<file path="src/rtl/uart_pkg.sv">
// Shared UART definitions: parity modes, receiver states and the baud divisor helper.
// Used by uart_rx_param and uart_baud_tick.
package uart_pkg;

  typedef enum logic [1:0] {
    NONE = 2'd0,
    ODD  = 2'd1,
    EVEN = 2'd2
  } parity_e;

  typedef enum logic [2:0] {
    IDLE,
    START,
    DATA,
    PAR,
    STOP,
    BREAK
  } rx_state_e;

  // Rounded clock cycles per oversample tick; 0 flags an impossible configuration.
  function automatic int calc_div(input int clk_khz, input int baud, input int os);
    longint num;
    longint den;
    num = longint'(clk_khz) * longint'(1000);
    den = longint'(baud) * longint'(os);
    if (den <= 0) begin
      return 0;
    end
    return int'((num + den / 2) / den);
  endfunction

endpackage

</file>
<file path="src/rtl/uart_baud_tick.sv">
// Free-running oversample tick generator: one-cycle pulse every DIV clocks.
// Shared between the UART receiver and transmitter.
module uart_baud_tick
  import uart_pkg::*;
#(
  parameter int INPUT_CLK_KHZ = 100_000,
  parameter int BAUD_RATE     = 115200,
  parameter int OVERSAMPLE    = 16
) (
  input  logic input_clk,
  input  logic reset,
  output logic tick
);

  localparam int DIV = calc_div(INPUT_CLK_KHZ, BAUD_RATE, OVERSAMPLE);
  localparam int CW  = (DIV > 1) ? $clog2(DIV) : 1;
  localparam logic [CW-1:0] LAST = CW'(DIV - 1);

  if (DIV < 1) begin : g_bad_div
    $error("uart_baud_tick: clock too slow for BAUD_RATE*OVERSAMPLE");
  end

  logic [CW-1:0] cnt_q;
  logic [CW-1:0] cnt_d;

  always_comb begin
    cnt_d = (cnt_q == LAST) ? '0 : cnt_q + CW'(1);
  end

  always_ff @(posedge input_clk) begin
    if (reset) begin
      cnt_q <= '0;
    end else begin
      cnt_q <= cnt_d;
    end
  end

  assign tick = (cnt_q == LAST);

endmodule

</file>
<file path="src/rtl/uart_rx_param.sv">
// Parametrised UART receiver with oversampled mid-bit sampling and valid/ready output.
// Define UART_RX_MAJORITY_EN to resolve each bit by a 2-of-3 vote around mid-bit.
module uart_rx_param
  import uart_pkg::*;
#(
  parameter int INPUT_CLK_KHZ = 100_000,
  parameter int BAUD_RATE     = 115200,
  parameter int DATA_BITS     = 8,
  parameter int PARITY        = 0,
  parameter int STOP_BITS     = 1,
  parameter int OVERSAMPLE    = 16
) (
  input  logic                 input_clk,
  input  logic                 reset,
  input  logic                 rx,
  output logic [DATA_BITS-1:0] data_out,
  output logic                 data_valid,
  input  logic                 data_ready,
  output logic                 parity_err,
  output logic                 framing_err,
  output logic                 overrun_err,
  output logic                 busy
);

  localparam int TCW = $clog2(OVERSAMPLE + 1);
`ifdef UART_RX_MAJORITY_EN
  // The vote needs the tick after mid-bit, so every decision lands one tick later.
  localparam int START_AT = OVERSAMPLE / 2 + 1;
`else
  localparam int START_AT = OVERSAMPLE / 2;
`endif
  localparam logic [TCW-1:0] START_LAST = TCW'(START_AT - 1);
  localparam logic [TCW-1:0] BIT_LAST   = TCW'(OVERSAMPLE - 1);
  localparam logic [3:0]     DATA_LAST  = 4'(DATA_BITS - 1);
  localparam logic [3:0]     STOP_LAST  = 4'(STOP_BITS - 1);
  localparam parity_e        PAR_MODE   = parity_e'(PARITY[1:0]);

  if (DATA_BITS < 5 || DATA_BITS > 9) begin : g_bad_data_bits
    $error("uart_rx_param: DATA_BITS must be 5..9");
  end
  if (PARITY < 0 || PARITY > 2) begin : g_bad_parity
    $error("uart_rx_param: PARITY must be 0, 1 or 2");
  end
  if (STOP_BITS < 1 || STOP_BITS > 2) begin : g_bad_stop_bits
    $error("uart_rx_param: STOP_BITS must be 1 or 2");
  end
  if (OVERSAMPLE < 8 || (OVERSAMPLE % 2) != 0) begin : g_bad_oversample
    $error("uart_rx_param: OVERSAMPLE must be even and >= 8");
  end

  logic tick;

  uart_baud_tick #(
    .INPUT_CLK_KHZ(INPUT_CLK_KHZ),
    .BAUD_RATE    (BAUD_RATE),
    .OVERSAMPLE   (OVERSAMPLE)
  ) u_baud_tick (
    .input_clk(input_clk),
    .reset    (reset),
    .tick     (tick)
  );

  logic                 rx_meta_q;
  logic                 rx_sync_q;
  rx_state_e            state_q,       state_d;
  logic [TCW-1:0]       tick_cnt_q,    tick_cnt_d;
  logic [3:0]           bit_cnt_q,     bit_cnt_d;
  logic [DATA_BITS-1:0] shift_q,       shift_d;
  logic                 par_err_q,     par_err_d;
  logic                 frm_err_q,     frm_err_d;
  logic [DATA_BITS-1:0] data_out_q,    data_out_d;
  logic                 data_valid_q,  data_valid_d;
  logic                 parity_err_q,  parity_err_d;
  logic                 framing_err_q, framing_err_d;
  logic                 overrun_err_q, overrun_err_d;
  logic                 deliver;
  logic                 sample_now;
  logic                 bit_val;
  logic [TCW-1:0]       phase_last;
`ifdef UART_RX_MAJORITY_EN
  logic [1:0]           vote_q,        vote_d;
`endif

  assign phase_last = (state_q == START) ? START_LAST : BIT_LAST;
  assign sample_now = tick && (tick_cnt_q == phase_last) &&
                      (state_q != IDLE) && (state_q != BREAK);

`ifdef UART_RX_MAJORITY_EN
  assign bit_val = (vote_q[0] & vote_q[1]) | (vote_q[0] & rx_sync_q) | (vote_q[1] & rx_sync_q);
`else
  assign bit_val = rx_sync_q;
`endif

  always_ff @(posedge input_clk) begin
    if (reset) begin
      rx_meta_q     <= 1'b1;
      rx_sync_q     <= 1'b1;
      state_q       <= IDLE;
      tick_cnt_q    <= '0;
      bit_cnt_q     <= '0;
      shift_q       <= '0;
      par_err_q     <= 1'b0;
      frm_err_q     <= 1'b0;
      data_out_q    <= '0;
      data_valid_q  <= 1'b0;
      parity_err_q  <= 1'b0;
      framing_err_q <= 1'b0;
      overrun_err_q <= 1'b0;
`ifdef UART_RX_MAJORITY_EN
      vote_q        <= 2'b11;
`endif
    end else begin
      rx_meta_q     <= rx;
      rx_sync_q     <= rx_meta_q;
      state_q       <= state_d;
      tick_cnt_q    <= tick_cnt_d;
      bit_cnt_q     <= bit_cnt_d;
      shift_q       <= shift_d;
      par_err_q     <= par_err_d;
      frm_err_q     <= frm_err_d;
      data_out_q    <= data_out_d;
      data_valid_q  <= data_valid_d;
      parity_err_q  <= parity_err_d;
      framing_err_q <= framing_err_d;
      overrun_err_q <= overrun_err_d;
`ifdef UART_RX_MAJORITY_EN
      vote_q        <= vote_d;
`endif
    end
  end

  // Frame sequencing: tick_cnt restarts at every bit decision so decisions stay OVERSAMPLE apart.
  always_comb begin
    state_d    = state_q;
    tick_cnt_d = tick_cnt_q;
    bit_cnt_d  = bit_cnt_q;
    shift_d    = shift_q;
    par_err_d  = par_err_q;
    frm_err_d  = frm_err_q;
    deliver    = 1'b0;
`ifdef UART_RX_MAJORITY_EN
    vote_d     = vote_q;
    if (tick && tick_cnt_q == phase_last - TCW'(2)) begin
      vote_d[0] = rx_sync_q;
    end
    if (tick && tick_cnt_q == phase_last - TCW'(1)) begin
      vote_d[1] = rx_sync_q;
    end
`endif

    if (tick && state_q != IDLE && state_q != BREAK) begin
      tick_cnt_d = sample_now ? '0 : tick_cnt_q + TCW'(1);
    end

    case (state_q)
      IDLE: begin
        if (!rx_sync_q) begin
          state_d    = START;
          tick_cnt_d = '0;
          bit_cnt_d  = '0;
          par_err_d  = 1'b0;
          frm_err_d  = 1'b0;
        end
      end
      START: begin
        if (sample_now) begin
          state_d = bit_val ? IDLE : DATA;
        end
      end
      DATA: begin
        if (sample_now) begin
          shift_d = {bit_val, shift_q[DATA_BITS-1:1]};
          if (bit_cnt_q == DATA_LAST) begin
            bit_cnt_d = '0;
            state_d   = (PAR_MODE != NONE) ? PAR : STOP;
          end else begin
            bit_cnt_d = bit_cnt_q + 4'd1;
          end
        end
      end
      PAR: begin
        if (sample_now) begin
          par_err_d = (PAR_MODE == EVEN) ? (bit_val != ^shift_q) : (bit_val == ^shift_q);
          state_d   = STOP;
        end
      end
      STOP: begin
        if (sample_now) begin
          frm_err_d = frm_err_q | ~bit_val;
          if (bit_cnt_q == STOP_LAST) begin
            deliver   = 1'b1;
            bit_cnt_d = '0;
            state_d   = bit_val ? IDLE : BREAK;
          end else begin
            bit_cnt_d = bit_cnt_q + 4'd1;
          end
        end
      end
      BREAK: begin
        if (rx_sync_q) begin
          state_d = IDLE;
        end
      end
      default: state_d = IDLE;
    endcase
  end

  // Output handshake: a word arriving while the previous one is still unaccepted is dropped.
  always_comb begin
    data_out_d    = data_out_q;
    data_valid_d  = data_valid_q;
    parity_err_d  = parity_err_q;
    framing_err_d = framing_err_q;
    overrun_err_d = 1'b0;

    if (data_valid_q && data_ready) begin
      data_valid_d  = 1'b0;
      parity_err_d  = 1'b0;
      framing_err_d = 1'b0;
    end

    if (deliver) begin
      if (data_valid_q && !data_ready) begin
        overrun_err_d = 1'b1;
      end else begin
        data_out_d    = shift_q;
        data_valid_d  = 1'b1;
        parity_err_d  = par_err_q;
        framing_err_d = frm_err_d;
      end
    end
  end

  assign data_out    = data_out_q;
  assign data_valid  = data_valid_q;
  assign parity_err  = parity_err_q;
  assign framing_err = framing_err_q;
  assign overrun_err = overrun_err_q;
  assign busy        = (state_q != IDLE);

endmodule
</file>
<file path="config.mk">
export PLATFORM = sky130hd
export DESIGN_NAME = uart_rx_param
export DESIGN_NICKNAME = d
export VERILOG_FILES = /design/src/rtl/uart_pkg.sv /design/src/rtl/uart_baud_tick.sv /design/src/rtl/uart_rx_param.sv
export SDC_FILE = /design/constraint.sdc
export NUM_CORES = 1
export LEC_CHECK = 0
export ABC_AREA = 1
export CORE_MARGIN = 5
export CORE_UTILIZATION = 30
export DETAILED_ROUTE_END_ITERATION = 16
export DONT_BUFFER_PORTS = 1
export HOLD_SLACK_MARGIN = 0.15
export SYNTH_ARGS = -nofsm -noshare
export SYNTH_HDL_FRONTEND = slang
export SYNTH_SLANG_ARGS = --single-unit
</file>
<file path="constraint.sdc">
create_clock -name input_clk -period 3.75 [get_ports input_clk]
set_input_delay 0.75 -clock input_clk [delete_from_list [all_inputs] [get_ports input_clk]]
set_output_delay 0.75 -clock input_clk [all_outputs]
set_load 0.05 [all_outputs]
</file>
==> results of run 1 <==
## final cells by class
cell class	count	area [um^2]	area share, %
clock inverter	3	23.77	1.026
inverter	41	153.9	6.645
sequential	42	840.8	36.30
tap	96	120.1	5.186
clock buffer	5	68.82	2.971
multi-input combinational	228	1109	47.87
## cell usage in the layout (no fill, tap or decap), drive strengths merged
cell type | netlist | layout
nand2 | 87 | 87
nor2 | 57 | 57
dfxtp | 42 | 42
inv | 41 | 42
nand3 | 22 | 22
a21oi | 18 | 18
o21ai | 16 | 16
nand4 | 5 | 5
nor3 | 5 | 5
ha | 5 | 5
clkbuf | 1 | 5
xor2 | 3 | 3
xnor2 | 3 | 3
nor3b | 2 | 2
or2 | 2 | 2
clkinvlp | 0 | 2
and2 | 1 | 1
nor4 | 1 | 1
a211oi | 1 | 1
## stage by stage
step	util, %	hold slack, ps	worst slack, ps	cell area, um^2
floorplan	-	389.5	2085	2136
global placement	32.37	395.6	1709	2223
detailed placement	32.37	406.4	1712	2223
CTS	33.72	421.1	1684	2316
global route	33.72	434.8	1430	2316
finish	33.72	417.3	1715	2316
## critical path: stages (launching register included)
cell	delay, ps
dfxtp_1	400
ha_1	170
inv_1	40
nor2_1	110
nand2_2	100
nor2_8	190
nand3_4	170
nor2_4	130
nand3_2	320
nor2_1	230
nor2_1	60
## final timing paths
check                                  start                       end  slack, ps  cells past startpoint
min                     rx_meta_q$_SDFF_PP1_        bit_val$_SDFF_PP1_        420                      1
min reg2reg             rx_meta_q$_SDFF_PP1_        bit_val$_SDFF_PP1_        420                      1
max reg2reg  u_baud_tick.cnt_q[0]$_SDFF_PP0_  data_out[6]$_SDFFE_PP0P_       1720                     10
max          u_baud_tick.cnt_q[0]$_SDFF_PP0_  data_out[6]$_SDFFE_PP0P_       1720                     10
## sequential cells by signal (all words and copies together), names as in the netlist, 3 cells and up
register and flops:
data_out 8, tick_cnt_q 5, state_q 3, bit_cnt_q 4
shift_q 8, u_baud_tick.cnt_q 6
## report_power, final
part / switching [mW] / leakage, nW / internal (mW)
Clock: 0.178 / 0.0408 / 0.133
Sequential: 0.0352 / 0.340 / 0.471
Combinational: 0.271 / 0.679 / 0.102
## layer usage
metal / part of all wire (%) / GRT usage, %
met1: 49 / 12.42
met2: 45 / 17.79
met3: 4.8 / 3.665
met4: 1.4 / 3.249
met5: 0 / 0
## cell families (layout without fill, tap and decap cells)
group | count (synthesis) | in the layout | share of synthesized area, %
XOR/XNOR | 6 | 6 | 2.461
flip-flops | 42 | 42 | 39.37
AO/OA/AOI/OAI | 35 | 35 | 8.319
AND/OR/NAND/NOR | 182 | 182 | 38.20
buffers and inverters | 46 | 49 | 8.729
adder cells (fa/ha/maj) | 5 | 5 | 2.929
==> results.sh, run 1 <==
export IMPL_outcome="finished, final reports clean"
export IMPL_setup_viol=0
export IMPL_nNetsFinal=327
export IMPL_core_um2=6869
export IMPL_cp_end_kind="flip-flop"
export IMPL_finalWeightedCongestion=0.7929
export IMPL_yosysTopAreaCell="dfxtp_1"
export IMPL_seq_area_frac_synth_pct=39.37
export IMPL_yosysUniqueCellTypes=30
export IMPL_grt_max_degree=26
export IMPL_ioPinCount=17
export IMPL_synthCells=316
export IMPL_hpwlAfterDp_um=3023
export IMPL_hp_class="flip-flop to flip-flop"
export IMPL_synthTopCellsByCount="84 x nand2_1, 53 x nor2_1, 42 x dfxtp_1"
export IMPL_syn_nets=325
export IMPL_yosysMostFrequentCell="nand2_1"
export IMPL_relSlewSlack_pct=50.23
export IMPL_async_flop_share_pct=0
export IMPL_io_buffers=0
export IMPL_avgSynthCellArea_um2=6.759
export IMPL_ys_flop_type="dfxtp_1"
export IMPL_max_vdd_ir_drop_uv=161.7
export IMPL_drt_antenna_violating_nets=0
export IMPL_grt_pass1_wl_um=7514
export IMPL_post_drt_wl_per_cell_um=10.14
export IMPL_rsz0062_at_grt="false"
export IMPL_fill_cells=766
export IMPL_fin_crit_ps=2035
export IMPL_antenna_found_initial=0
export IMPL_max_freq_ghz=0.4915
export IMPL_cellLeakagePower_nw=1.059
export IMPL_grtUsageTotal_pct=10.49
export IMPL_clockRootBuffer="clkbuf_8"
export IMPL_start_util_pct=31.09
export IMPL_drt_iter0_markers=67
export IMPL_path_max_fanout=20
export IMPL_grt_overflow=0
export IMPL_dieWidth_um=94.38
export IMPL_ctsHoldBuffers=0
export IMPL_tns_ps=0
export IMPL_grt_pass1_vias=1770
export IMPL_dr_pass1_iters=4
export IMPL_cp_data_required_time_ps=3950
export IMPL_ys_seq_elements=42
export IMPL_clkTransAtPathRegs_ps=90
export IMPL_drcViolationCount=0
export IMPL_min_period_over_period_pct=54.26
export IMPL_dp_cells=407
export IMPL_final_hold_viol_count=0
export IMPL_synth_edf_count=0
export IMPL_cts_sinks=42
export IMPL_drive_above_1_share_pct=6.897
export IMPL_yosysWarnings=0
export IMPL_yosys_top_cells_area="dfxtp_1 39%, nand2_1 15%, nor2_1 9.3%, inv_1 6.7%, nand3_1 4.7%"
export IMPL_drt_wl_total_um=4208
export IMPL_vias=1837
export IMPL_die_h_um=94.38
export IMPL_cts_tree="built"
export IMPL_clock_latency_ps=310
export IMPL_slew_viol_final=0
export IMPL_worst_slew_pin_slew_ps=745.7
export IMPL_via_per_inst=4.427
export IMPL_cts_buffers=5
export IMPL_maxCapViolations=0
export IMPL_power_density_nw_per_um2=513.7
export IMPL_arrival_ps=2240
export IMPL_dieArea_um2=8907
export IMPL_yosysTopAreaCellShare_pct=39.37
export IMPL_crit_type="flip-flop to flip-flop"
export IMPL_postCtsSetupBuffers=0
export IMPL_finClkSkew_ps=7.326
export IMPL_syn2layout_area_growth_pct=8.436
export IMPL_h_tree_depth=2
export IMPL_power_mw=1.190
export IMPL_startpoint_type="flip-flop"
export IMPL_syn_area_um2=2136
export IMPL_finalNonFillerCells=415
export IMPL_clockBufferDepth=2
export IMPL_ctsResizeCount=0
export IMPL_rows=30
export IMPL_antenna_cells_inserted=0
(Power assumes the default switching activity.)
==> run 2, diff against run 1 <==
- clock period: 3.75 -> 1.78 ns (I/O delays scaled with it)
==> results.sh, run 2 (synthesis gave the netlist of run 1 again) <==
export IMPL_hpwlAfterDp_um=3159
export IMPL_io_buffers=0
export IMPL_post_drt_wl_per_cell_um=10.66
export IMPL_grt_max_degree=21
export IMPL_min_from="reset"
export IMPL_drive_above_1_share_pct=17.01
export IMPL_die_h_um=94.38
export IMPL_arrival_ps=1880
export IMPL_antenna_cells_inserted=0
export IMPL_relSlewSlack_pct=63.27
export IMPL_path_max_fanout=10
export IMPL_finClkSkew_ps=7.928
export IMPL_dieArea_um2=8907
export IMPL_path_common_cell="nor2_1"
export IMPL_rows=30
export IMPL_drt_antenna_violating_nets=0
export IMPL_grt_pass1_wl_um=7569
export IMPL_power_density_nw_per_um2=1014
export IMPL_grtUsageTotal_pct=10.74
export IMPL_finalNonFillerCells=431
export IMPL_cts_tree="built"
export IMPL_cp_end_kind="flip-flop"
export IMPL_startpoint_type="flip-flop"
export IMPL_clockRootBuffer="clkbuf_8"
export IMPL_ioPinCount=17
export IMPL_drcViolationCount=0
export IMPL_nNetsFinal=343
export IMPL_drt_wl_total_um=4596
export IMPL_min_period_over_period_pct=93.87
export IMPL_path_cells="inv_1 -> nor2_1 -> nand3_1 -> nand2_2 -> nand3_4 -> nor2_4 -> nand3_4 -> clkbuf_16 -> nor2_1 -> nor2_1"
export IMPL_core_um2=6869
export IMPL_h_tree_depth=2
export IMPL_cellLeakagePower_nw=1.148
export IMPL_fill_cells=741
export IMPL_cts_buffers=5
export IMPL_slew_viol_final=0
export IMPL_cts_sinks=42
export IMPL_vias=1917
export IMPL_syn2layout_area_growth_pct=19.74
export IMPL_worst_slew_pin_slew_ps=550.2
export IMPL_finalWeightedCongestion=0.8212
export IMPL_outcome="finished, final reports clean"
export IMPL_max_vdd_ir_drop_uv=654.1
export IMPL_rsz0062_at_grt="true"
export IMPL_setup_viol=0
export IMPL_grt_pass1_vias=1783
export IMPL_cp_data_required_time_ps=1990
export IMPL_grt_overflow=0
export IMPL_r2r_start="state_q[0]$_SDFFE_PP0P_"
export IMPL_cp_startpoint="state_q[0]$_SDFFE_PP0P_"
export IMPL_cp_slowest_cell="dfxtp_2"
export IMPL_hp_class="primary input to flip-flop"
export IMPL_dieWidth_um=94.38
export IMPL_via_per_inst=4.448
export IMPL_final_common_cell="nand2_1"
export IMPL_start_util_pct=31.09
export IMPL_dp_cells=414
export IMPL_finish_utilization_pct=37.23
export IMPL_antenna_found_initial=0
export IMPL_max_freq_ghz=0.5985
export IMPL_mostFrequentLayoutCells="76 x nand2_1, 48 x nor2_1, 38 x dfxtp_1"
export IMPL_slowest_delay_ps=390
export IMPL_clock_latency_ps=310
export IMPL_dr_pass1_iters=4
export IMPL_drt_iter0_markers=62
export IMPL_clkTransAtPathRegs_ps=90
export IMPL_final_hold_viol_count=0
export IMPL_fin_crit_ps=1671
export IMPL_maxCapViolations=0
export IMPL_crit_type="flip-flop to flip-flop"
export IMPL_clockBufferDepth=2
==> run 2: changes by cell type in the layout (fill, tap and decap cells not counted), sizes merged <==
cell,change
buf,+10
clkbuf,+2
dlygate4sd3,+2
nand3,+1
nor2,+1
==> run 2: layout make-up <==
class                   count  area (um^2)  share of cell area (%)
inverters                  41        153.9                   6.018
repair buffers             14        157.7                   6.164
flip-flops and latches     42        845.8                   33.07
well taps                  96        120.1                   4.697
clock inverters             3        23.77                  0.9296
multi-input cells         230         1187                   46.43
clock buffers               5        68.82                   2.691
==> run 2: what timing repair did <==
item / in CTS / in global routing
endpoints found under the setup margin: 0 / 22
hold buffers: 2 / 0
hold endpoints to repair: 7 / 0
buffers inserted: 0 / 3
gates resized for setup: 0 / 25
==> run 2: final timing paths <==
kind / end / slack, ps / cells after the start
hold reg to reg: bit_val$_SDFF_PP1_ / 410 / 1
setup / recovery: data_out[4]$_SDFFE_PP0P_ / 110 / 10
hold / removal: state_q[1]$_SDFFE_PP0P_ / 290 / 3
setup reg to reg: data_out[4]$_SDFFE_PP0P_ / 110 / 10
==> run 2: per-stage QoR <==
step                      worst slack (ps)  hold slack [ps]  TNS [ps]  cell area, um^2  total power [mW]
after floorplan                      115.1            389.5         0             2136             1.739
after global placement               75.16            406.2         0             2288             1.916
after detailed placement             75.36            402.4         0             2288             1.913
after CTS                            66.78            269.7         0             2401             2.580
after global routing                -19.61            302.9    -119.4             2557             2.772
final                                109.1            289.3         0             2557             2.594
==> run 2: routing by layer <==
layer  routed length, um  GRT usage [%]  up-vias
li1                    -              -     1032
met3                 178          2.709        8
met2                2165          18.20       20
met5                   0              0        -
met4                  94          5.174        0
met1                2157          12.64      857
==> run 2: power breakdown <==
part | switching (mW) | internal, mW | leakage (nW)
Combinational | 0.618 | 0.260 | 0.766
Sequential | 0.0692 | 0.997 | 0.341
Clock | 0.369 | 0.281 | 0.0408
Total | 1.06 | 1.54 | 1.15
==> run 2: critical path: cells and delay by family, from the launching register on <==
| family | cells | cell delay [ps] |
|---|---|---|
| buffers and inverters | 2 | 270 |
| DFF | 1 | 390 |
| and+or+nand+nor | 8 | 900 |
==> run 3, diff against run 2 <==
- clock period: 1.78 -> 1.88 ns (I/O delays scaled with it)
==> results.sh, run 3 (synthesis gave the netlist of run 1 again) <==
export IMPL_outcome="finished, final reports clean"
export IMPL_rows=30
export IMPL_vias=1895
export IMPL_clockPowerShare_pct=25.0
export IMPL_maxCapViolations=0
export IMPL_wl_met2_um=2115
export IMPL_p_int_mw=1.443
export IMPL_grt_pass1_vias=1700
export IMPL_nNetsFinal=336
export IMPL_clockBufferDepth=2
export IMPL_drt_iter0_markers=105
export IMPL_grt_max_degree=21
export IMPL_max_vdd_ir_drop_uv=488.6
export IMPL_pwr_share_seq_pct=42.0
export IMPL_path_max_fanout=14
export IMPL_grt_overflow=0
export IMPL_io_buffers=0
export IMPL_min_period_over_period_pct=91.08
export IMPL_die_h_um=94.38
export IMPL_final_common_cell="nand2_1"
export IMPL_dr_pass1_iters=4
export IMPL_switchingPower_mw=0.9612
export IMPL_arrival_ps=1910
export IMPL_core_um2=6869
export IMPL_grtUsageTotal_pct=10.48
export IMPL_via_per_inst=4.469
export IMPL_slew_viol_final=0
export IMPL_start_util_pct=31.09
export IMPL_mostFrequentLayoutCells="83 x nand2_1, 51 x nor2_1, 39 x dfxtp_1"
export IMPL_wl_met1_um=1981
export IMPL_cts_sinks=42
export IMPL_cp_data_required_time_ps=2080
export IMPL_antenna_cells_inserted=0
export IMPL_final_hold_viol_count=0
export IMPL_finClkSkew_ps=12.19
export IMPL_startpoint_type="flip-flop"
export IMPL_p_sw_share_pct=39.99
export IMPL_drt_antenna_violating_nets=0
export IMPL_drive_above_1_share_pct=10.98
export IMPL_cp_end_kind="flip-flop"
export IMPL_slowest_delay_ps=340
export IMPL_clock_latency_ps=300
export IMPL_finalNonFillerCells=424
export IMPL_hold_slack_ps=176.7
export IMPL_setup_viol=0
export IMPL_post_drt_wl_per_cell_um=10.31
export IMPL_fin_crit_ps=1712
export IMPL_dieArea_um2=8907
export IMPL_hpwlAfterDp_um=3183
export IMPL_ioPinCount=17
export IMPL_clockRootBuffer="clkbuf_8"
export IMPL_cts_buffers=5
export IMPL_design_area_um2=2406
export IMPL_path_cells="inv_1 -> ha_1 -> inv_1 -> nor2_2 -> nand2_2 -> nor2_8 -> nand3_4 -> nor2_4 -> inv_1 -> nor2_1 -> nor2_1"
export IMPL_antenna_found_initial=0
export IMPL_power_density_nw_per_um2=999.0
export IMPL_clkTransAtPathRegs_ps=90
export IMPL_grt_pass1_wl_um=7514
export IMPL_finalWeightedCongestion=0.8506
export IMPL_crit_type="flip-flop to flip-flop"
export IMPL_h_tree_depth=2
export IMPL_dr_max_layer_used="met4"
export IMPL_dp_cells=412
export IMPL_drt_wl_total_um=4370
export IMPL_rr_worst_depth=11
export IMPL_cts_tree="built"
export IMPL_hold_depth=1
export IMPL_syn2layout_area_growth_pct=12.65
export IMPL_max_freq_ghz=0.5840
export IMPL_cellLeakagePower_nw=1.098
export IMPL_dieWidth_um=94.38
export IMPL_hp_class="primary input to flip-flop"
export IMPL_route_met3_wl_um=228
export IMPL_cp_slowest_cell="dfxtp_2"
export IMPL_p_comb_share_pct=33.0
export IMPL_path_common_cell="inv_1"
export IMPL_worst_slew_pin_slew_ps=533.9
export IMPL_dpl_cell_area_um2=2261
export IMPL_relSlewSlack_pct=64.36
export IMPL_drcViolationCount=0
[run 3: changes by cell type in the layout (fill, tap and decap cells not counted), sizes merged]
cell / previous run / this run
buf: 10 / 7
clkbuf: 7 / 5
dlygate4sd3: 2 / 1
nor2: 58 / 57
[run 3: path summary, 6_finish.rpt]
path,start,end,slack [ps]
max,u_baud_tick.cnt_q[1]$_SDFF_PP0_,shift_q[1]$_SDFFE_PP0P_,170
max reg2reg,u_baud_tick.cnt_q[1]$_SDFF_PP0_,shift_q[1]$_SDFFE_PP0P_,170
min,reset,bit_val$_SDFF_PP1_,180
min reg2reg,rx_meta_q$_SDFF_PP1_,bit_val$_SDFF_PP1_,410
[run 3: power groups by stage]
| stage | Clock [mW] | Sequential (mW) | Combinational, mW |
|---|---|---|---|
| 3_3_place_gp | 0 | 1.03 | 0.785 |
| 3_5_place_dp | 0 | 1.03 | 0.779 |
| 4_1_cts | 0.635 | 1.01 | 0.786 |
| 5_1_grt | 0.673 | 1.02 | 0.903 |
| 2_1_floorplan | 0 | 1.01 | 0.637 |
| 6_report | 0.601 | 1.01 | 0.794 |
[run 3: layer usage]
metal  global-route usage (%)  vias to the layer above
li1                         -                     1014
met1                    12.29                      848
met2                    18.38                       29
met3                    3.028                        4
met4                    3.249                        0
met5                        0                        -
[run 3: layout make-up]
class | instances | area, um^2
well taps | 96 | 120.1
clock buffers | 5 | 68.82
fillers | 765 | 4463
inverters | 41 | 153.9
multi-input cells | 229 | 1126
repair buffers | 8 | 66.31
flip-flops and latches | 42 | 847.1
clock inverters | 3 | 23.77
[run 3: repair_timing]
item | 4_1_cts | 5_1_grt
endpoints found under the hold margin | 5 | 0
setup endpoints to repair | 0 | 25
hold buffers | 1 | 0
gates resized for setup | 0 | 8
buffers inserted | 0 | 2
[run 3: metrics by stage]
step	setup TNS, ps	utilization, %	worst slack [ps]	total power, mW
5_1_grt	-18.83	35.03	-6.735	2.597
3_5_place_dp	0	32.91	86.58	1.805
6_report	0	35.03	167.6	2.404
4_1_cts	0	34.41	74.48	2.425
2_1_floorplan	0	-	215.1	1.647
3_3_place_gp	0	32.91	150.1	1.811
[run 3: worst max-delay path: cells and delay by family, from the launching register on]
kind / cells / cell delay [ps]
adders and majority gates: 1 / 130
DFF: 1 / 340
and+or+nand+nor: 7 / 930
buffers and inverters: 3 / 200
